==> config.mk <==
export PLATFORM = sky130hd
export DESIGN_NAME = high_bus_responder_flat
export DESIGN_NICKNAME = d
export VERILOG_FILES = /design/src/rtl/high_bus_pkg.sv /design/src/rtl/high_bus_responder_if.sv /design/src/rtl/high_bus_responder_resp_regfile.sv /design/src/rtl/high_bus_responder.sv /design/src/flat_wrapper.sv
export SDC_FILE = /design/constraint.sdc
export NUM_CORES = 1
export LEC_CHECK = 0
export CORE_UTILIZATION = 35
export CTS_CLUSTER_SIZE = 40
export DETAILED_ROUTE_END_ITERATION = 10
export PLACE_DENSITY_LB_ADDON = 0.2
export SLEW_MARGIN = 20
export SYNTH_ARGS = -nofsm -noshare
export SYNTH_HDL_FRONTEND = slang
export SYNTH_SLANG_ARGS = --single-unit
==> constraint.sdc <==
create_clock -name clk -period 28.1 [get_ports clk]
set_clock_uncertainty 0.1 [all_clocks]
set_input_delay 5.62 -clock clk [delete_from_list [all_inputs] [get_ports clk]]
set_output_delay 5.62 -clock clk [all_outputs]
set_load 0.005 [all_outputs]
==> src/rtl/high_bus_pkg.sv <==
// Shared constants and types for the high-bus responder: word width, read-flag bit,
// out-of-range fill value and FSM state encoding.
package high_bus_pkg;

  localparam int BRUST_SIZE_LOG = 2;
  localparam int ADDR_WIDTH     = 16;
  localparam int MEM_DEPTH_LOG  = 4;

  function automatic int data_w_of(input int brust_size_log);
    return 8 * (2 ** brust_size_log);
  endfunction

  function automatic int rd_flag_bit_of(input int addr_width);
    return addr_width - 1;
  endfunction

  localparam int DATA_W      = data_w_of(BRUST_SIZE_LOG);
  localparam int RD_FLAG_BIT = rd_flag_bit_of(ADDR_WIDTH);

  localparam logic [DATA_W-1:0] OOR_FILL = '1;

  typedef enum logic [1:0] {
    ST_IDLE = 2'd0,
    ST_RESP = 2'd1,
    ST_GAP  = 2'd2
  } resp_state_e;

endpackage

==> src/rtl/high_bus_responder_if.sv <==
// High-bus link between the UART bridge (master) and the responder (slave);
// also carries the responder FSM state for observation.
interface high_bus_responder_if #(
  parameter int DW = high_bus_pkg::DATA_W,
  parameter int AW = high_bus_pkg::ADDR_WIDTH
);

  // No backpressure: high_write_valid and high_read_finish are single-cycle pulses that are
  // always consumed; high_read_valid stays high with high_read_data stable until a finish pulse.
  logic [DW-1:0]              high_write_data;
  logic [AW-1:0]              high_write_addr;
  logic                       high_write_valid;
  logic [DW-1:0]              high_read_data;
  logic                       high_read_valid;
  logic                       high_read_finish;
  high_bus_pkg::resp_state_e  fsm_state;

  modport master (
    output high_write_data, high_write_addr, high_write_valid, high_read_finish,
    input  high_read_data, high_read_valid, fsm_state
  );

  modport slave (
    input  high_write_data, high_write_addr, high_write_valid, high_read_finish,
    output high_read_data, high_read_valid, fsm_state
  );

endinterface

==> src/rtl/high_bus_responder_resp_regfile.sv <==
// Small register file: synchronous write, combinational read, cleared by async reset.
module resp_regfile #(
  parameter int DW        = 32,
  parameter int DEPTH_LOG = 4
) (
  input  logic                 clk,
  input  logic                 rst,
  input  logic                 we,
  input  logic [DEPTH_LOG-1:0] waddr,
  input  logic [DW-1:0]        wdata,
  input  logic [DEPTH_LOG-1:0] raddr,
  output logic [DW-1:0]        rdata
);

  localparam int DEPTH = 2 ** DEPTH_LOG;

  logic [DW-1:0] mem_q [DEPTH];
  logic [DW-1:0] mem_d [DEPTH];

  always_comb begin
    mem_d = mem_q;
    if (we) mem_d[waddr] = wdata;
  end

  always_ff @(posedge clk or posedge rst) begin
    if (rst) begin
      for (int i = 0; i < DEPTH; i++) mem_q[i] <= '0;
    end else begin
      mem_q <= mem_d;
    end
  end

  assign rdata = mem_q[raddr];

endmodule

==> src/rtl/high_bus_responder.sv <==
// Target endpoint of the high bus: register writes, read responses held until finish,
// one pending read slot. HIGH_BUS_RESP_STATUS_EN adds a saturating drop counter.
module high_bus_responder
  import high_bus_pkg::*;
#(
  parameter int BRUST_SIZE_LOG = high_bus_pkg::BRUST_SIZE_LOG,
  parameter int ADDR_WIDTH     = high_bus_pkg::ADDR_WIDTH,
  parameter int MEM_DEPTH_LOG  = high_bus_pkg::MEM_DEPTH_LOG
) (
  input  logic                 clk,
  input  logic                 rst,
  high_bus_responder_if.slave  bus
`ifdef HIGH_BUS_RESP_STATUS_EN
  ,
  output logic [7:0]           drop_cnt
`endif
);

  localparam int DW = data_w_of(BRUST_SIZE_LOG);
  localparam int RB = rd_flag_bit_of(ADDR_WIDTH);
  localparam logic [DW-1:0] FILL = '1;

  resp_state_e             state_q, state_d;
  logic                    rvalid_q, rvalid_d;
  logic [DW-1:0]           rdata_q, rdata_d;
  logic                    slot_full_q, slot_full_d;
  logic [ADDR_WIDTH-2:0]   slot_addr_q, slot_addr_d;

  logic                     is_rd, is_wr, cmd_in_range, we;
  logic [MEM_DEPTH_LOG-1:0] cmd_idx, iss_idx;
  logic [ADDR_WIDTH-2:0]    iss_addr;
  logic                     iss_in_range;
  logic [DW-1:0]            rf_rdata, iss_word;

  assign is_rd        = bus.high_write_valid &  bus.high_write_addr[RB];
  assign is_wr        = bus.high_write_valid & ~bus.high_write_addr[RB];
  assign cmd_idx      = bus.high_write_addr[MEM_DEPTH_LOG-1:0];
  assign cmd_in_range = (bus.high_write_addr[ADDR_WIDTH-2:MEM_DEPTH_LOG] == '0);
  assign we           = is_wr & cmd_in_range;

  // Issue source: the incoming command in IDLE, the pending slot otherwise.
  assign iss_addr     = (state_q == ST_GAP) ? slot_addr_q : bus.high_write_addr[ADDR_WIDTH-2:0];
  assign iss_idx      = iss_addr[MEM_DEPTH_LOG-1:0];
  assign iss_in_range = (iss_addr[ADDR_WIDTH-2:MEM_DEPTH_LOG] == '0);

  resp_regfile #(.DW(DW), .DEPTH_LOG(MEM_DEPTH_LOG)) u_regfile (
    .clk   (clk),
    .rst   (rst),
    .we    (we),
    .waddr (cmd_idx),
    .wdata (bus.high_write_data),
    .raddr (iss_idx),
    .rdata (rf_rdata)
  );

  // A write landing on the same edge as a pending-read issue is forwarded to the response.
  always_comb begin
    iss_word = rf_rdata;
    if (!iss_in_range)                 iss_word = FILL;
    else if (we && cmd_idx == iss_idx) iss_word = bus.high_write_data;
  end

  always_comb begin
    state_d     = state_q;
    rvalid_d    = rvalid_q;
    rdata_d     = rdata_q;
    slot_full_d = slot_full_q;
    slot_addr_d = slot_addr_q;
    case (state_q)
      ST_IDLE: begin
        if (is_rd) begin
          rdata_d  = iss_word;
          rvalid_d = 1'b1;
          state_d  = ST_RESP;
        end
      end
      ST_RESP: begin
        if (is_rd && !slot_full_q) begin
          slot_full_d = 1'b1;
          slot_addr_d = bus.high_write_addr[ADDR_WIDTH-2:0];
        end
        if (bus.high_read_finish) begin
          rvalid_d = 1'b0;
          state_d  = slot_full_d ? ST_GAP : ST_IDLE;
        end
      end
      ST_GAP: begin
        rdata_d     = iss_word;
        rvalid_d    = 1'b1;
        slot_full_d = 1'b0;
        state_d     = ST_RESP;
      end
      default: begin
        state_d  = ST_IDLE;
        rvalid_d = 1'b0;
      end
    endcase
  end

  always_ff @(posedge clk or posedge rst) begin
    if (rst) begin
      state_q     <= ST_IDLE;
      rvalid_q    <= 1'b0;
      rdata_q     <= '0;
      slot_full_q <= 1'b0;
      slot_addr_q <= '0;
    end else begin
      state_q     <= state_d;
      rvalid_q    <= rvalid_d;
      rdata_q     <= rdata_d;
      slot_full_q <= slot_full_d;
      slot_addr_q <= slot_addr_d;
    end
  end

  assign bus.high_read_valid = rvalid_q;
  assign bus.high_read_data  = rdata_q;
  assign bus.fsm_state       = state_q;

`ifdef HIGH_BUS_RESP_STATUS_EN
  logic       rd_drop;
  logic [7:0] drop_cnt_q, drop_cnt_d;

  // GAP always has the slot occupied, so reads arriving there are dropped too.
  assign rd_drop = is_rd && ((state_q == ST_RESP && slot_full_q) || state_q == ST_GAP);

  always_comb begin
    drop_cnt_d = drop_cnt_q;
    if (rd_drop && drop_cnt_q != 8'hFF) drop_cnt_d = drop_cnt_q + 8'd1;
  end

  always_ff @(posedge clk or posedge rst) begin
    if (rst) drop_cnt_q <= 8'd0;
    else     drop_cnt_q <= drop_cnt_d;
  end

  assign drop_cnt = drop_cnt_q;
`endif

endmodule

==> src/flat_wrapper.sv <==
// flat-port wrapper written by rule: the top's interface ports become plain ports
module high_bus_responder_flat import high_bus_pkg::*;
#(
  parameter int BRUST_SIZE_LOG = high_bus_pkg::BRUST_SIZE_LOG,
  parameter int ADDR_WIDTH     = high_bus_pkg::ADDR_WIDTH,
  parameter int MEM_DEPTH_LOG  = high_bus_pkg::MEM_DEPTH_LOG
)
  (clk, rst, bus_high_write_data, bus_high_write_addr, bus_high_write_valid, bus_high_read_finish, bus_high_read_data, bus_high_read_valid, bus_fsm_state);
  high_bus_responder_if bus_i ();
  input  logic clk;
  input  logic rst;
  input wire logic [$bits(bus_i.high_write_data)-1:0] bus_high_write_data;
  input wire logic [$bits(bus_i.high_write_addr)-1:0] bus_high_write_addr;
  input wire logic [$bits(bus_i.high_write_valid)-1:0] bus_high_write_valid;
  input wire logic [$bits(bus_i.high_read_finish)-1:0] bus_high_read_finish;
  output wire logic [$bits(bus_i.high_read_data)-1:0] bus_high_read_data;
  output wire logic [$bits(bus_i.high_read_valid)-1:0] bus_high_read_valid;
  output wire logic [$bits(bus_i.fsm_state)-1:0] bus_fsm_state;
  assign bus_i.high_write_data = bus_high_write_data;
  assign bus_i.high_write_addr = bus_high_write_addr;
  assign bus_i.high_write_valid = bus_high_write_valid;
  assign bus_i.high_read_finish = bus_high_read_finish;
  assign bus_high_read_data = bus_i.high_read_data;
  assign bus_high_read_valid = bus_i.high_read_valid;
  assign bus_fsm_state = bus_i.fsm_state;
  high_bus_responder #(.BRUST_SIZE_LOG(BRUST_SIZE_LOG), .ADDR_WIDTH(ADDR_WIDTH), .MEM_DEPTH_LOG(MEM_DEPTH_LOG)) u_core (.clk(clk), .rst(rst), .bus(bus_i));
endmodule
==> impl_metrics.prom <==
# TYPE chip_impl_metric gauge
chip_impl_metric{name="cts_setup_buffers",unit=""} 0
chip_impl_info{name="hold_class",value="flop to flop"} 1
chip_impl_metric{name="layout-area-overhead-vs-synth",unit="%"} 15.98
chip_impl_metric{name="cp_num_buf_inv",unit=""} 2
chip_impl_info{name="worst_hold_startpoint",value="u_core.u_regfile.mem_q[500]$_DFFE_PP0P_"} 1
chip_impl_metric{name="cts-root-to-sink-buffers",unit=""} 3
chip_impl_metric{name="drv_slew",unit=""} 0
chip_impl_info{name="setup.worst_path.end_class",value="flop"} 1
chip_impl_metric{name="yosys_warnings",unit=""} 0
chip_impl_metric{name="cts.sink_count",unit=""} 563
chip_impl_info{name="ws_path_type",value="input port to flop"} 1
chip_impl_metric{name="tightestPinTransition",unit="ns"} 1.145
chip_impl_metric{name="portBuffers",unit=""} 86
chip_impl_metric{name="fillCellCount",unit=""} 6478
chip_impl_metric{name="detail_route.wirelength",unit="mm"} 66.19
chip_impl_info{name="synth_ff_type",value="sky130_fd_sc_hd__dfrtp_1"} 1
chip_impl_metric{name="design.core.area",unit="um^2"} 70640
chip_impl_metric{name="drc",unit=""} 0
chip_impl_metric{name="detailroute.via_count",unit=""} 14710
chip_impl_metric{name="fp.dieW",unit="um"} 270.2
chip_impl_metric{name="cts_hold_buffers",unit=""} 0
chip_impl_metric{name="grt_start_max_net_pins",unit=""} 139
chip_impl_metric{name="required",unit="ns"} 28.45
chip_impl_info{name="reg2reg_from",value="u_core.bus.fsm_state[0]$_DFFE_PP0P_"} 1
chip_impl_metric{name="placed_cells",unit=""} 2609
chip_impl_metric{name="timing.slew.headroom",unit=""} 0.2360
chip_impl_metric{name="post_route_cells_drive_above_1_share",unit=""} 0.4064
chip_impl_info{name="launching_instance_or_port_of_the_critical_path",value="bus_high_write_addr[13]"} 1
chip_impl_metric{name="timing.final.crit_share",unit=""} 0.3207
chip_impl_metric{name="rows",unit=""} 97
chip_impl_metric{name="detailed_place_hpwl",unit="mm"} 37.15
chip_impl_metric{name="hold_viol",unit=""} 0
chip_impl_metric{name="ir_drop",unit="mV"} 0.03330
chip_impl_metric{name="cp_max_fo",unit=""} 20
chip_impl_info{name="worst_path_max_delay_cell",value="sky130_fd_sc_hd__nor3_4"} 1
chip_impl_metric{name="avg_synthesized_cell_area",unit="um^2"} 14.95
chip_impl_metric{name="power-per-cell-area",unit="nW/um^2"} 65.57
chip_impl_metric{name="clk_pin_slew_worst_paths",unit="ns"} 0.05
chip_impl_metric{name="post_synth_num_cell_types",unit=""} 50
chip_impl_metric{name="leakagePower",unit="nW"} 13.70
chip_impl_metric{name="synth-edff-count",unit=""} 0
chip_impl_metric{name="wire_per_inst",unit="um"} 24.30
chip_impl_metric{name="antenna_found_initial",unit=""} 3
chip_impl_metric{name="num_antenna_cells",unit=""} 0
chip_impl_metric{name="detailed_router_iteration_count_before_antenna_repair",unit=""} 5
chip_impl_metric{name="setup_viol_count_final",unit=""} 0
chip_impl_info{name="run_status",value="finished, final reports clean"} 1
chip_impl_metric{name="drt.antenna.violating_nets",unit=""} 0
chip_impl_metric{name="hold_ws",unit="ns"} 0.3831
chip_impl_metric{name="dieHeight",unit="um"} 270.2
chip_impl_metric{name="initialDrtViolationCount",unit=""} 864
chip_impl_metric{name="cap_viol_max_count",unit=""} 0
chip_impl_info{name="tritoncts",value="done"} 1
chip_impl_info{name="start_kind",value="input port"} 1
chip_impl_metric{name="final_net_count",unit=""} 1794
chip_impl_metric{name="synthArstFlopShare",unit=""} 1.000
chip_impl_info{name="worstPathCellList",value="clkdlybuf4s50_1 -> or4_1 -> nor4_4 -> nand3b_1 -> nor3_4 -> buf_4 -> mux2_2"} 1
chip_impl_info{name="rsz0062_at_grt",value="no"} 1
chip_impl_metric{name="clock_tree.htree_level_count",unit=""} 3
chip_impl_metric{name="syn_area",unit="um^2"} 25180
chip_impl_metric{name="viasPerCell",unit=""} 5.399
chip_impl_metric{name="top_achievable_clock_speed",unit="MHz"} 111.0
chip_impl_metric{name="final_area",unit="um^2"} 29210
chip_impl_metric{name="ioPinCount",unit=""} 87
chip_impl_metric{name="cts_buffers",unit=""} 66
chip_impl_metric{name="globalRouteTotalUtil",unit=""} 0.1844
chip_impl_metric{name="worst_path_largest_cell_delay",unit="ns"} 0.91
chip_impl_metric{name="initial_utilization",unit=""} 0.3565
chip_impl_metric{name="finalCriticalPeriod",unit="ns"} 9.011
chip_impl_metric{name="fp.dieArea",unit="um^2"} 73030
chip_impl_info{name="crit_path_leading_delay_family",value="simple AND/OR/NAND/NOR gates"} 1
chip_impl_metric{name="grt_pass1_vias",unit=""} 15760
chip_impl_metric{name="worst_ep_arrival_time",unit="ns"} 9.36
chip_impl_metric{name="ys_seq_area_frac",unit=""} 0.5594
chip_impl_metric{name="stdcell_count",unit=""} 2724
chip_impl_metric{name="cts.repair.resized",unit=""} 0
chip_impl_metric{name="clk_latency",unit="ns"} 0.60
chip_impl_info{name="cts_root_buf",value="sky130_fd_sc_hd__clkbuf_16"} 1
chip_impl_metric{name="grt_pass1_wl",unit="mm"} 101.9
chip_impl_metric{name="netlist_instances",unit=""} 1685
chip_impl_metric{name="timing.setup.tns",unit="ns"} 0
chip_impl_metric{name="detailed_place.area",unit="um^2"} 27080
chip_impl_metric{name="synthesis.nets",unit=""} 1742
chip_impl_metric{name="synth-seq-cells",unit=""} 563
chip_impl_metric{name="gp_congestion",unit=""} 0.7152
chip_impl_metric{name="grt.overflow.total",unit=""} 0
[cells in the final DEF (no fill, tap or decap), types with 4 or more instances in the layout]
cell type	instances
sky130_fd_sc_hd__nor2_4	9
sky130_fd_sc_hd__dfrtp_1	563
sky130_fd_sc_hd__mux2_2	486
sky130_fd_sc_hd__o21ai_2	4
sky130_fd_sc_hd__clkbuf_8	11
sky130_fd_sc_hd__o22a_1	7
sky130_fd_sc_hd__nand2b_1	6
sky130_fd_sc_hd__mux4_2	73
sky130_fd_sc_hd__clkdlybuf4s50_1	86
sky130_fd_sc_hd__o221ai_1	7
sky130_fd_sc_hd__o21ai_0	4
sky130_fd_sc_hd__mux2i_1	110
sky130_fd_sc_hd__a31oi_1	26
sky130_fd_sc_hd__o31a_1	7
sky130_fd_sc_hd__ha_1	5
sky130_fd_sc_hd__inv_1	4
sky130_fd_sc_hd__xor2_1	4
sky130_fd_sc_hd__clkinv_2	7
sky130_fd_sc_hd__a22o_1	7
sky130_fd_sc_hd__mux2_1	42
sky130_fd_sc_hd__o22ai_1	73
sky130_fd_sc_hd__nand2_1	35
sky130_fd_sc_hd__clkbuf_16	68
sky130_fd_sc_hd__clkbuf_1	19
sky130_fd_sc_hd__a211oi_1	24
sky130_fd_sc_hd__buf_4	33
[cell type report]
cell class	instances	area, um^2	share of cell area
Sequential cell	563	14090	0.4824
Multi-Input combinational cell	979	10650	0.3646
Clock buffer	98	1924	0.06589
Tap cell	940	1176	0.04027
Timing Repair Buffer	122	1151	0.03941
Clock inverter	17	190.2	0.006512
Inverter	5	26.28	0.0008996
[state kept, by name (all words and copies together) (netlist names)]
signal	count
u_core.u_regfile.mem_q	512
u_core.bus.high_read_data	32
u_core.slot_addr_q	15
u_core.bus.fsm_state	2
u_core.bus.high_read_valid	1
u_core.slot_full_q	1
[synth_stat cells, types with 4 or more instances]
library cell,number,area (um^2)
sky130_fd_sc_hd__dfrtp_1,563,14090
sky130_fd_sc_hd__mux2_2,487,5484
sky130_fd_sc_hd__mux2i_1,112,1121
sky130_fd_sc_hd__o22ai_1,74,462.9
sky130_fd_sc_hd__mux4_2,73,1644
sky130_fd_sc_hd__clkbuf_1,68,255.2
sky130_fd_sc_hd__mux2_1,42,473.0
sky130_fd_sc_hd__buf_2,39,195.2
sky130_fd_sc_hd__nand2_1,37,138.9
sky130_fd_sc_hd__a31oi_1,26,162.7
sky130_fd_sc_hd__a211oi_1,24,180.2
sky130_fd_sc_hd__buf_1,19,71.32
sky130_fd_sc_hd__buf_4,12,90.09
sky130_fd_sc_hd__nor2_1,8,30.03
sky130_fd_sc_hd__a22o_1,7,61.31
sky130_fd_sc_hd__nand2b_1,7,43.79
sky130_fd_sc_hd__o221ai_1,7,61.31
sky130_fd_sc_hd__o22a_1,7,61.31
sky130_fd_sc_hd__o31a_1,7,61.31
sky130_fd_sc_hd__ha_1,5,62.56
sky130_fd_sc_hd__inv_1,5,18.77
sky130_fd_sc_hd__o21ai_0,4,20.02
sky130_fd_sc_hd__o21ai_1,4,20.02
sky130_fd_sc_hd__xor2_1,4,35.03
[report_power, final]
group          switching (mW)  internal (mW)
Sequential             0.0124          0.825
Clock                   0.337          0.502
Combinational           0.156         0.0825
[routing by layer]
metal | vias to the layer above | wire, um | track usage
met1 | 7919 | 30420 | 0.2538
li1 | 6425 | - | -
met2 | 257 | 31890 | 0.2985
met5 | - | 41 | 0
met3 | 100 | 2463 | 0.03049
met4 | 6 | 1372 | 0.05456
[metrics by stage]
step | setup WS (ns) | total power, mW | utilization
after floorplan | 6.634 | 0.9977 | -
after global placement | 18.53 | 1.093 | 0.3834
final | 19.09 | 1.915 | 0.4135
after detailed placement | 18.47 | 1.096 | 0.3834
after global routing | 18.88 | 1.992 | 0.4135
after CTS | 19.08 | 1.944 | 0.4134
[path summary, 6_finish.rpt]
| check | end | slack (ns) | cells after the start |
|---|---|---|---|
| worst max-delay path | u_core.u_regfile.mem_q[430]$_DFFE_PP0P_ | 19.09 | 7 |
| worst min-delay path | u_core.u_regfile.mem_q[500]$_DFFE_PP0P_ | 0.38 | 1 |
| worst max register to register | u_core.bus.high_read_data[7]$_DFFE_PP0P_ | 23.86 | 9 |
| worst min register to register | u_core.u_regfile.mem_q[500]$_DFFE_PP0P_ | 0.38 | 1 |
| max in group asynchronous | u_core.u_regfile.mem_q[78]$_DFFE_PP0P_ | 20.09 | 4 |
| min in group asynchronous | u_core.slot_addr_q[9]$_DFFE_PP0P_ | 5.47 | 2 |
[logic make-up after synthesis]
group	after synthesis	share of synthesized area
buffers and inverters	143	0.02504
adder cells (fa/ha/maj)	5	0.002484
flip-flops	563	0.5594
AO/OA/AOI/OAI	170	0.04641
AND/OR/NAND/NOR	86	0.01888
multiplexers	714	0.3464
XOR/XNOR	4	0.001391
No activity file was read; power rests on OpenSTA's default activity.
